===== config.mk =====
export PLATFORM = sky130hd
export DESIGN_NAME = nubus_error_log
export DESIGN_NICKNAME = d
export VERILOG_FILES = /design/src/rtl/nubus_error_log_pkg.sv /design/src/rtl/nubus_error_log_fifo.sv /design/src/rtl/nubus_error_log.sv
export SDC_FILE = /design/constraint.sdc
export NUM_CORES = 1
export LEC_CHECK = 0
export ABC_AREA = 1
export ABC_CLOCK_PERIOD_IN_PS = 4300
export CAP_MARGIN = 20
export CORE_MARGIN = 2
export CORE_UTILIZATION = 25
export CTS_CLUSTER_SIZE = 30
export DETAILED_ROUTE_END_ITERATION = 16
export GPL_ROUTABILITY_DRIVEN = 0
export PLACE_DENSITY = 0.49
export SETUP_SLACK_MARGIN = 0.02
export SLEW_MARGIN = 20
export SYNTH_ARGS = -nofsm -noshare
export SYNTH_HDL_FRONTEND = slang
export SYNTH_SLANG_ARGS = --single-unit

===== constraint.sdc =====
create_clock -name nub_clkn -period 4.3 [get_ports nub_clkn]
set_input_delay 0.86 -clock nub_clkn [delete_from_list [all_inputs] [get_ports nub_clkn]]
set_output_delay 0.86 -clock nub_clkn [all_outputs]
set_load 0.01 [all_outputs]

===== src/rtl/nubus_error_log_pkg.sv =====
// Shared NuBus definitions: transfer status codes driven on /TM1,/TM0
// and the event-vector bit assignment used by the error collector.
package nubus_error_log_pkg;

  // Status codes as physical (active-low) /TM1,/TM0 levels.
  typedef enum logic [1:0] {
    TMN_TRY_AGAIN_LATER = 2'b00,
    TMN_TIMEOUT_ERROR   = 2'b01,
    TMN_ERROR           = 2'b10,
    TMN_COMPLETE        = 2'b11
  } tmn_status_e;

  // Position of the timeout flag inside the event vector {err, tmo}.
  localparam int ERRLOG_TMO_BIT = 0;

  // Priority encoder: timeout outranks generic errors, which outrank retry.
  function automatic tmn_status_e tmn_encode(input logic tmo,
                                             input logic any_err,
                                             input logic retry);
    if (tmo)          return TMN_TIMEOUT_ERROR;
    else if (any_err) return TMN_ERROR;
    else if (retry)   return TMN_TRY_AGAIN_LATER;
    else              return TMN_COMPLETE;
  endfunction

endpackage


===== src/rtl/nubus_error_log_fifo.sv =====
// Log FIFO for the NuBus error collector (module nubus_errlog_fifo).
// First-word-fall-through: the head entry is held in a register so the
// CPU sees it the cycle after it is pushed. Pop is ignored when empty and
// a push into a full FIFO is only accepted if a pop frees a slot on the
// same edge. Flush overrides push and pop.
module nubus_errlog_fifo
  import nubus_error_log_pkg::*;
#(
  parameter int WIDTH = 4,
  parameter int DEPTH = 4,
  localparam int AW = $clog2(DEPTH),
  localparam int CW = AW + 1
) (
  input  logic             nub_clkn,
  input  logic             nub_resetn,
  input  logic             flush,
  input  logic             push,
  input  logic             pop,
  input  logic [WIDTH-1:0] din,
  output logic [WIDTH-1:0] dout,
  output logic [CW-1:0]    cnt,
  output logic             full,
  output logic             empty
);

  logic [WIDTH-1:0] mem [DEPTH];
  logic [AW-1:0]    wr_ptr;
  logic [AW-1:0]    rd_ptr;
  logic [AW-1:0]    next_rd;
  logic [CW-1:0]    cnt_q;
  logic [CW-1:0]    cnt_next;
  logic [WIDTH-1:0] head_q;
  logic [WIDTH-1:0] head_next;
  logic             do_push;
  logic             do_pop;

  assign empty = (cnt_q == '0);
  assign full  = (cnt_q == CW'(DEPTH));
  assign cnt   = cnt_q;
  assign dout  = head_q;

  // Resolve accepted operations, the next occupancy and the next head value.
  always_comb begin
    do_pop    = pop && !empty && !flush;
    do_push   = push && (!full || do_pop) && !flush;
    next_rd   = do_pop ? rd_ptr + AW'(1) : rd_ptr;
    cnt_next  = cnt_q + CW'(do_push) - CW'(do_pop);
    head_next = '0;
    if (flush || cnt_next == '0)
      head_next = '0;
    else if (do_push && next_rd == wr_ptr)
      head_next = din;
    else
      head_next = mem[next_rd];
  end

  // Storage array; stale slots are never visible because the head is masked.
  always_ff @(negedge nub_clkn) begin
    if (do_push)
      mem[wr_ptr] <= din;
  end

  // Pointers, occupancy and registered head, all cleared by reset or flush.
  always_ff @(negedge nub_clkn or negedge nub_resetn) begin
    if (!nub_resetn) begin
      wr_ptr <= '0;
      rd_ptr <= '0;
      cnt_q  <= '0;
      head_q <= '0;
    end else if (flush) begin
      wr_ptr <= '0;
      rd_ptr <= '0;
      cnt_q  <= '0;
      head_q <= '0;
    end else begin
      if (do_push)
        wr_ptr <= wr_ptr + AW'(1);
      rd_ptr <= next_rd;
      cnt_q  <= cnt_next;
      head_q <= head_next;
    end
  end

endmodule


===== src/rtl/nubus_error_log.sv =====
// NuBus error collector: status-code encoder, sticky per-event flags with
// write-1-to-clear and maskable interrupt, overflow flag and a log FIFO of
// recent error events for the CPU to pop.
// Optional feature: define NUBUS_ERRLOG_TIMESTAMP_EN to tag each log entry
// with a free-running TSW-bit timestamp in the upper bits of the entry.
module nubus_error_log
  import nubus_error_log_pkg::*;
#(
  parameter int NSRC  = 3,
  parameter int DEPTH = 4,
  parameter int TSW   = 16,
  localparam int EW   = NSRC + 1,
`ifdef NUBUS_ERRLOG_TIMESTAMP_EN
  localparam int LOGW = EW + TSW,
`else
  localparam int LOGW = EW + 0 * TSW,
`endif
  localparam int CW   = $clog2(DEPTH) + 1
) (
  input  logic            nub_clkn,
  input  logic            nub_resetn,
  input  logic            tmo_i,
  input  logic [NSRC-1:0] err_i,
  input  logic            tryagain_i,
  input  logic            cpu_eclr_i,
  input  logic [EW-1:0]   cpu_wclr_i,
  input  logic [EW-1:0]   cpu_imask_i,
  input  logic            cpu_log_pop_i,
  output logic [EW-1:0]   cpu_errors_o,
  output logic            cpu_irq_o,
  output logic            cpu_log_valid_o,
  output logic [LOGW-1:0] cpu_log_data_o,
  output logic [CW-1:0]   cpu_log_cnt_o,
  output logic            cpu_log_ovf_o,
  output logic [1:0]      mis_errorn_o
);

  logic [EW-1:0]   ev;
  logic            any_ev;
  logic [EW-1:0]   sticky_q;
  logic            irq_q;
  logic            ovf_q;
  logic [LOGW-1:0] log_din;
  logic            log_full;
  logic            log_empty;

  assign ev[ERRLOG_TMO_BIT] = tmo_i;
  assign ev[EW-1:1]         = err_i;
  assign any_ev             = |ev;

  assign mis_errorn_o    = tmn_encode(tmo_i, |err_i, tryagain_i);
  assign cpu_errors_o    = sticky_q;
  assign cpu_irq_o       = irq_q;
  assign cpu_log_ovf_o   = ovf_q;
  assign cpu_log_valid_o = !log_empty;

`ifdef NUBUS_ERRLOG_TIMESTAMP_EN
  logic [TSW-1:0] ts_q;

  // Free-running timestamp; the value before the edge is what a push records.
  always_ff @(negedge nub_clkn or negedge nub_resetn) begin
    if (!nub_resetn)
      ts_q <= '0;
    else
      ts_q <= ts_q + TSW'(1);
  end

  assign log_din = {ts_q, ev};
`else
  assign log_din = ev;
`endif

  // Sticky flags: a new event wins over a same-cycle clear, global clear wins over all.
  always_ff @(negedge nub_clkn or negedge nub_resetn) begin
    if (!nub_resetn)
      sticky_q <= '0;
    else if (cpu_eclr_i)
      sticky_q <= '0;
    else
      sticky_q <= (sticky_q & ~cpu_wclr_i) | ev;
  end

  // Interrupt follows the registered sticky flags through the mask one edge later.
  always_ff @(negedge nub_clkn or negedge nub_resetn) begin
    if (!nub_resetn)
      irq_q <= 1'b0;
    else
      irq_q <= |(sticky_q & cpu_imask_i);
  end

  // Overflow latches when an event arrives at a full log with no pop to make room.
  always_ff @(negedge nub_clkn or negedge nub_resetn) begin
    if (!nub_resetn)
      ovf_q <= 1'b0;
    else if (cpu_eclr_i)
      ovf_q <= 1'b0;
    else if (any_ev && log_full && !cpu_log_pop_i)
      ovf_q <= 1'b1;
  end

  nubus_errlog_fifo #(
    .WIDTH (LOGW),
    .DEPTH (DEPTH)
  ) u_log (
    .nub_clkn   (nub_clkn),
    .nub_resetn (nub_resetn),
    .flush      (cpu_eclr_i),
    .push       (any_ev),
    .pop        (cpu_log_pop_i),
    .din        (log_din),
    .dout       (cpu_log_data_o),
    .cnt        (cpu_log_cnt_o),
    .full       (log_full),
    .empty      (log_empty)
  );

endmodule


# [After elaboration in Yosys (flattened, before gate mapping)]
# Memories as Yosys holds them, arrays and structs flattened.
# Cells that the tools add are included.
# Widths: inputs -> output; s select.
[op_classes] reduce_logical=20 n_eq_ne=2 bitwise_logic=4 add_sub_neg=4 mux=16
[ops] cell="$mux 4" count=4
[ops] cell="$mux 2" count=7
[ops] cell="$and 4x4->4" count=2
[ops] cell="$reduce_or 4->1" count=2
[ops] cell="$logic_and 1x1->1" count=7
[ops] cell="$logic_not 3->1" count=2
[ops] cell="$add 2x1->2 const B" count=2
[ops] cell="$logic_not 1->1" count=4
[ops] cell="$mux 1" count=4
[ops] cell="$not 4->4" count=1
[ops] cell="$or 4x4->4" count=1
[ops] cell="$reduce_bool 2->1" count=2
[ops] cell="$add 3x1->3" count=1
[ops] cell="$eq 3x3->1 const B" count=1
[ops] cell="$mux 3" count=1
[ops] cell="$reduce_or 3->1" count=1
[ops] cell="$sub 3x1->3" count=1
[ops] cell="$eq 2x2->1" count=1
[ops] cell="$logic_or 1x1->1" count=2
[totals] elab_cells=54 in_bits=17 register_bits=17 output_inout_bits=16 memories=1 mem_bits_rw=16
[mem_list] memory="u_log.mem" depth=4 width=4 read_ports=1 rd_clocked_by_memory_dff=0 wr=1 line="nubus_error_log_fifo.sv:26" rtl="logic [WIDTH-1:0] mem [DEPTH];"

# [Logic depth before layout (Yosys ltp)]
# Gate-level depths: netlist of the first run.
[depth] word_depth=13 depth_mapped=14 depth_no_buf=14

# [Modules after synthesis]
# Synthesis of the first run repeated with hierarchy kept, for this count alone.
[unflattened] cells_unflattened=207 hier_area_um2=1761.7
[modules_own_cells] mod="nubus_errlog_fifo" area_each_um2=1458.9 cells_each=167 n_inst=1 seq_area_each_um2=755.7
[modules_own_cells] mod="nubus_error_log" area_each_um2=302.8 cells_each=40 n_inst=1 seq_area_each_um2=150.1

==> results.md, run 1 <==
* Status: finished with violations
* Violated checks: negative setup slack
* Worst Path Class, Setup: input port to flip-flop
* Share of layout cells above drive strength 1 at 26.8%
* Largest net degree at the start of global routing at 18
* Clock share of power at 22.9%
* Sequential area share after synthesis at 51.6%
* Pins Over Slew Limit at 0
* Main area contributors after synthesis: edfxtp_1, dfrtn_1, inv_1, nand2_1, nand3_1
* Global route overflow at 0
* Input/output buffers at 32
* Hold Crit Depth at 2
* Startpoint Class: input port
* Clk sinks at 33
* Critical Path AT at 2660 ps
* Clk Latency, worst-skew pair at 350 ps
* Vias per cell at 3.98
* Top-area cell type share of the netlist area at 27.4%
* Reg2Reg Capture Point: u_log.dout[3]$_DFF_NN0_
* Antenna Nets Post-Route at 0
* WL per Instance at 11.1 um
* Post-DP Area at 0.00245 mm^2
* Initial antenna violation count at 0
* Core box area at 0.00679 mm^2
* First-pass GRT wire length at 6870 um
* Total global routing track utilization at 12.1%
* Relative slew margins at 83.2%
* RR Startpoint: u_log.cnt[1]$_DFF_NN0_
* Sw power at 586 uW
* Final worst setup slack at -364 ps
* R2R cell count at 16
* Yosys cell types at 21
* Synth Cell Area at 0.00176 mm^2
* Via Count at 1539
* P_int at 952 uW
* Antenna cells at 0
* Leak Pwr at 1.37 nW
* Hold buffers post-CTS at 0
* Worst-path fanout max at 4
* Flop pwr share at 28.8%
* R2r setup slk at 1760 ps
* Routed WL at 4310 um
* Clock root buffer: clkbuf_8
* Critical path data required time at 2290 ps
* DIE WIDTH at 87.8 um
* Vias in the first global route at 1506
* Clock buffer count from CTS at 5
* Combinational share of power at 48.4%
* Tightest Pin Transition at 251 ps
* Worst Hold Class: flip-flop to flip-flop
* DRC viols at 0
* Setup violations, final at 6
* Clock buffer depth at 2
* Synth Instances at 204
* Rows at 30
* #FFs+latches synth at 33
* PwrDens at 573 mW/mm^2
* Synth-to-layout area growth at 52.8%
* Endpoint class of the critical path: flip-flop
* Final instance area at 0.00269 mm^2
* Final net count at 314
* Syn_area_per_cell at 8.61 um^2
* Final hold vios at 0
* Peak VDD IR at 218 uV
* Clk_skew at 63.3 ps
* RSZ-0062 raised after global routing: true
* Worst hold start: cpu_errors_o[3]$_DFF_NN0_
* H-tree Lvls at 2
* Post-Place Cells at 359
* Starting DRC count in detailed routing at 70
* Drt first pass iters at 4
* Switching Share at 38.1%
* Max cap viols at 0
* Die height at 87.8 um
* Synth area leader: edfxtp_1
* Worst Hold Endpoint: cpu_irq_o$_DFF_NN0_
* CTS tree: yes
* Net Count, Synth at 228
* Synth warn at 0
* Final Instance Count excl. Fillers at 387
* I/O pin count at 33
* CTS clk-pin slew, worst paths at 50 ps
* Initial Util at 25.9%
* Dpl hpwl at 3340 um
* DIE AREA at 0.00771 mm^2
cell usage after synthesis:
master / instances
a21oi_1: 2
a31oi_1: 1
clkbuf_1: 1
dfrtn_1: 17
edfxtp_1: 16
fa_1: 1
ha_1: 6
inv_1: 42
inv_2: 2
nand2_1: 41
nand2_2: 3
nand2_4: 5
nand3_1: 24
nand3_2: 1
nand4_1: 3
nor2_1: 28
nor2_2: 2
nor2_4: 3
o21ai_0: 3
xnor2_1: 2
xor2_1: 1
routing by layer:
metal / GRT usage [%] / routed length, um / vias to the layer above / share of wire [%]
met3: 3.20 / 226 / 6 / 5.2
met1: 14.8 / 1960 / 700 / 45
li1: - / - / 804 / -
met5: 0 / 0 / - / 0
met4: 4.90 / 85 / 0 / 2.0
met2: 20.2 / 2040 / 29 / 47
cells in the final DEF, fill, tap and decap left out, types with 2 or more instances in the layout:
| master | synthesis | routed |
|---|---|---|
| a21oi_1 | 2 | 2 |
| buf_4 | 0 | 32 |
| buf_6 | 0 | 2 |
| clkbuf_2 | 0 | 4 |
| clkbuf_8 | 0 | 5 |
| clkdlybuf4s50_1 | 0 | 18 |
| dfrtn_1 | 17 | 17 |
| dlygate4sd2_1 | 0 | 5 |
| dlymetal6s2s_1 | 0 | 2 |
| edfxtp_1 | 16 | 16 |
| ha_1 | 6 | 4 |
| ha_4 | 0 | 2 |
| inv_1 | 42 | 52 |
| inv_2 | 2 | 5 |
| nand2_1 | 41 | 40 |
| nand2_2 | 3 | 4 |
| nand2_4 | 5 | 5 |
| nand3_1 | 24 | 23 |
| nand3_2 | 1 | 2 |
| nand4_1 | 3 | 3 |
| nor2_1 | 28 | 25 |
| nor2_2 | 2 | 3 |
| nor2_4 | 3 | 5 |
| o21ai_0 | 3 | 3 |
sequential cells by signal, summed over array words and instances, names as in the netlist:
register / cells
cpu_errors_o: 4
u_log.rd_ptr: 2
u_log.cnt: 3
cpu_log_ovf_o: 1
u_log.dout: 4
cpu_irq_o: 1
u_log.wr_ptr: 2
u_log.mem: 16
critical path: stages:
cell,delay [ps]
buf_12,90
inv_12,30
nor2_4,120
nand2_4,60
inv_4,60
ha_4,180
inv_2,60
ha_4,120
inv_2,30
fa_2,360
xnor2_2,170
xor2_1,230
a31oi_2,150
nand2_1,90
nor2_1,40
kinds of logic (layout without fill, tap and decap cells):
logic type,Yosys count,in the layout,share of synthesized area [%]
simple gates,110,110,30.1
buf+inv,45,132,9.62
flops,33,33,51.6
fa+ha+maj,7,7,5.41
compound gates,6,6,1.78
xor+xnor,3,3,1.50
how the worst max path moves through the flow:
stage / from / end / slack [ps] / cells after the start
after global routing: cpu_log_pop_i / u_log.dout[0]$_DFF_NN0_ / -500 / 15
final: cpu_log_pop_i / u_log.dout[3]$_DFF_NN0_ / -360 / 15
after detailed placement: cpu_log_pop_i / u_log.dout[2]$_DFF_NN0_ / -1220 / 16
after CTS: cpu_log_pop_i / u_log.dout[2]$_DFF_NN0_ / -410 / 16
after global placement: cpu_log_pop_i / u_log.dout[3]$_DFF_NN0_ / -1150 / 16
after floorplan: cpu_log_pop_i / u_log.dout[0]$_DFF_NN0_ / -530 / 14
metrics by stage:
stage          total power, mW  hold WS [ps]  utilization (%)  setup WS [ps]  TNS [ps]
2_1_floorplan            0.869           494                -           -534     -2620
3_3_place_gp              1.16           473             36.1          -1150    -15400
3_5_place_dp              1.17           484             36.1          -1220    -15520
4_1_cts                   1.54           480             39.2           -415     -1960
5_1_grt                   1.67           508             39.5           -498     -2350
6_report                  1.54           472             39.5           -364     -1700
area by class of cell:
cell class                      instances  area, um^2
Fill cell                             688        4110
Sequential cell                        33         906
Multi-Input combinational cell        126         748
Timing Repair Buffer                   65         562
Inverter                               43         176
Tap cell                               96         120
Clock inverter                         19         104
Clock buffer                            5        68.8
power groups by stage:
stage	Clock, mW	Sequential, mW	Combinational (mW)
after detailed placement	0.0238	0.451	0.692
after global routing	0.379	0.449	0.840
final	0.351	0.442	0.744
after CTS	0.358	0.443	0.738
after global placement	0.0238	0.452	0.684
after floorplan	0.0238	0.465	0.380
repair_timing:
item	4_1_cts	5_1_grt
endpoints found under the setup margin	30	9
buffers inserted	6	3
resized for setup	29	17
endpoints found under the hold margin	0	0
pin swaps	16	13
Note: power is estimated with default switching activity, not from simulation.
==> run 2: changes to the inputs <==
--- a/config.mk
+++ b/config.mk
@@ -7,7 +7,6 @@
 export LEC_CHECK = 0
 export ABC_AREA = 1
 export ABC_CLOCK_PERIOD_IN_PS = 4300
-export CAP_MARGIN = 20
 export CORE_MARGIN = 2
 export CORE_UTILIZATION = 25
 export CTS_CLUSTER_SIZE = 30
==> results of run 2 <==
Final layout, timing and power as in run 1 (identical DEF).
==> patch (flow settings as in run 1) <==
`DEPTH` is set to 4 in 2 places; all go to 8.
--- a/src/rtl/nubus_error_log_fifo.sv
+++ b/src/rtl/nubus_error_log_fifo.sv
@@ -9,3 +9,3 @@
   parameter int WIDTH = 4,
-  parameter int DEPTH = 4,
+  parameter int DEPTH = 8,
   localparam int AW = $clog2(DEPTH),
--- a/src/rtl/nubus_error_log.sv
+++ b/src/rtl/nubus_error_log.sv
@@ -9,3 +9,3 @@
   parameter int NSRC  = 3,
-  parameter int DEPTH = 4,
+  parameter int DEPTH = 8,
   parameter int TSW   = 16,
Interface: changed (resized cpu_log_cnt_o); port bits go from 33 to 34. No check against the original RTL was run, so the function may have changed too.
==> patch against run 1 <==
The run still ends with setup timing left. Sequential cell count grew 19. Synthesized area rose by 45%. Via count up 38%. Critical endpoint is now u_log.dout[0]. Worst setup slack improved by 0.16 ns. Wire length rose by 46%. Largest cell class unchanged. Design area up 39%. Critical path depth is 2 lower. Total power rose by 39%. Clock power is 17% higher. Global-route usage increased by 0.40 points. First-iteration DRC count up 17%.
==> patch: results (changes against run 1) <==
- Max FFs per register: 32 (+16)
- R2r startpoint: u_log.cnt[2]
- Worst-skew pair later-pin latency: 0.37 ns (+0.02 ns)
- WL/cell: 12.2 µm (+9.9%)
- Worst Hold Path EP: cpu_log_ovf_o
- Total negative slack: -0.859 ns (+0.842 ns)
- Failing checks: setup timing
- # nets final: 407 (+30%)
- Worst setup endpoint: u_log.dout[0]
- Synth area leaders: edfxtp_1, dfrtn_1, nand2_1
- Unique cell type count in the Yosys netlist: 29 (+38%)
- Post-Synth Adder-Cell Area: 4.73% (-0.68 points)
- Syn nets: 290 (+27%)
- Iter 0 DRT Violations: 82 (+17%)
- Placed cells: 466 (+30%)
- Syn_area_per_cell: 9.62 µm² (+12%)
- Post-synth EDFFs: 32 (+16)
- XOR/XNOR share of the synthesized area: 1.03% (-0.46 points)
- Setup violations, final: 5 (-1)
- Fin cells: 515 (+33%)
- HPWL after detailed placement: 4740 µm (+42%)
- Vias in the first global route: 2293 (+52%)
- Clock slew at the register clock pins of the worst setup and hold paths: 0.07 ns (+0.02 ns)
- Final worst setup slack: -0.203 ns (+0.161 ns)
- Status: finished, violations left
- Depth of the worst register-to-register path: 15 (-1)
- Via Count: 2124 (+38%)
- Static Leak: 1.81 nW (+32%)
- Synth Flop Type: edfxtp_1
- Arrival @ worst endpoint: 2.51 ns (-0.15 ns)
- Worst R2R Setup Slack: 1.86 ns (+0.10 ns)
- Skew final: 0.0681 ns (+0.00476 ns)
- I/O Buffers: 33 (+3.1%)
[patch: worst max-delay path: stages]
cell and delay, ns:
buf_6 0.10, nor2_4 0.12, nand2_4 0.08, inv_4 0.06, ha_4 0.19, inv_4 0.05
ha_4 0.12, inv_2 0.03, fa_2 0.53, and3_4 0.19, a21oi_4 0.06, nand2_1 0.07
nor2_1 0.04
[patch: through the flow]
stage	power [mW]	hold slack, ns	instance area, µm²	setup slack [ns]	util, %
after floorplan	1.25	0.489	2590	-0.441	-
after global placement	1.65	0.458	3380	-1.07	34.5
after detailed placement	1.66	0.473	3380	-1.13	34.5
after CTS	2.15	0.468	3690	-0.216	37.6
after global routing	2.34	0.519	3720	-0.289	37.9
final	2.14	0.456	3720	-0.203	37.9
[patch: layout make-up]
| class | count | area (µm²) |
|---|---|---|
| clock buffer | 5 | 68.8 |
| clock inverter | 35 | 154 |
| fill | 1015 | 6090 |
| inverter | 29 | 126 |
| multi-input combinational | 178 | 1020 |
| sequential | 52 | 1460 |
| tap | 133 | 166 |
| timing repair buffer | 83 | 727 |
[patch: power by group]
part           switching, mW  internal [mW]  total [mW]
clock network          0.249          0.161       0.410
registers             0.0344          0.617       0.652
logic                  0.557          0.519        1.08
total                  0.841           1.30        2.14
[patch: repair_timing]
item,in CTS,in global routing
gates resized for setup,50,7
endpoints found under the hold margin,0,0
pin swaps,19,8
buffers inserted,11,2
endpoints found under the setup margin,51,9
[patch: logic make-up after synthesis]
group	count (synthesis)
simple gates	156
flops	52
buf+inv	34
fa+ha+maj	9
xor+xnor	3
compound gates	10
[patch: metal layers]
layer  vias to the layer above  wire length, µm  GRT usage (%)
li1                       1092                -              -
met1                       992             2790           14.6
met2                        29             3270           22.6
met3                        11              117           2.37
met4                         0              131           4.48
met5                         -                0              0
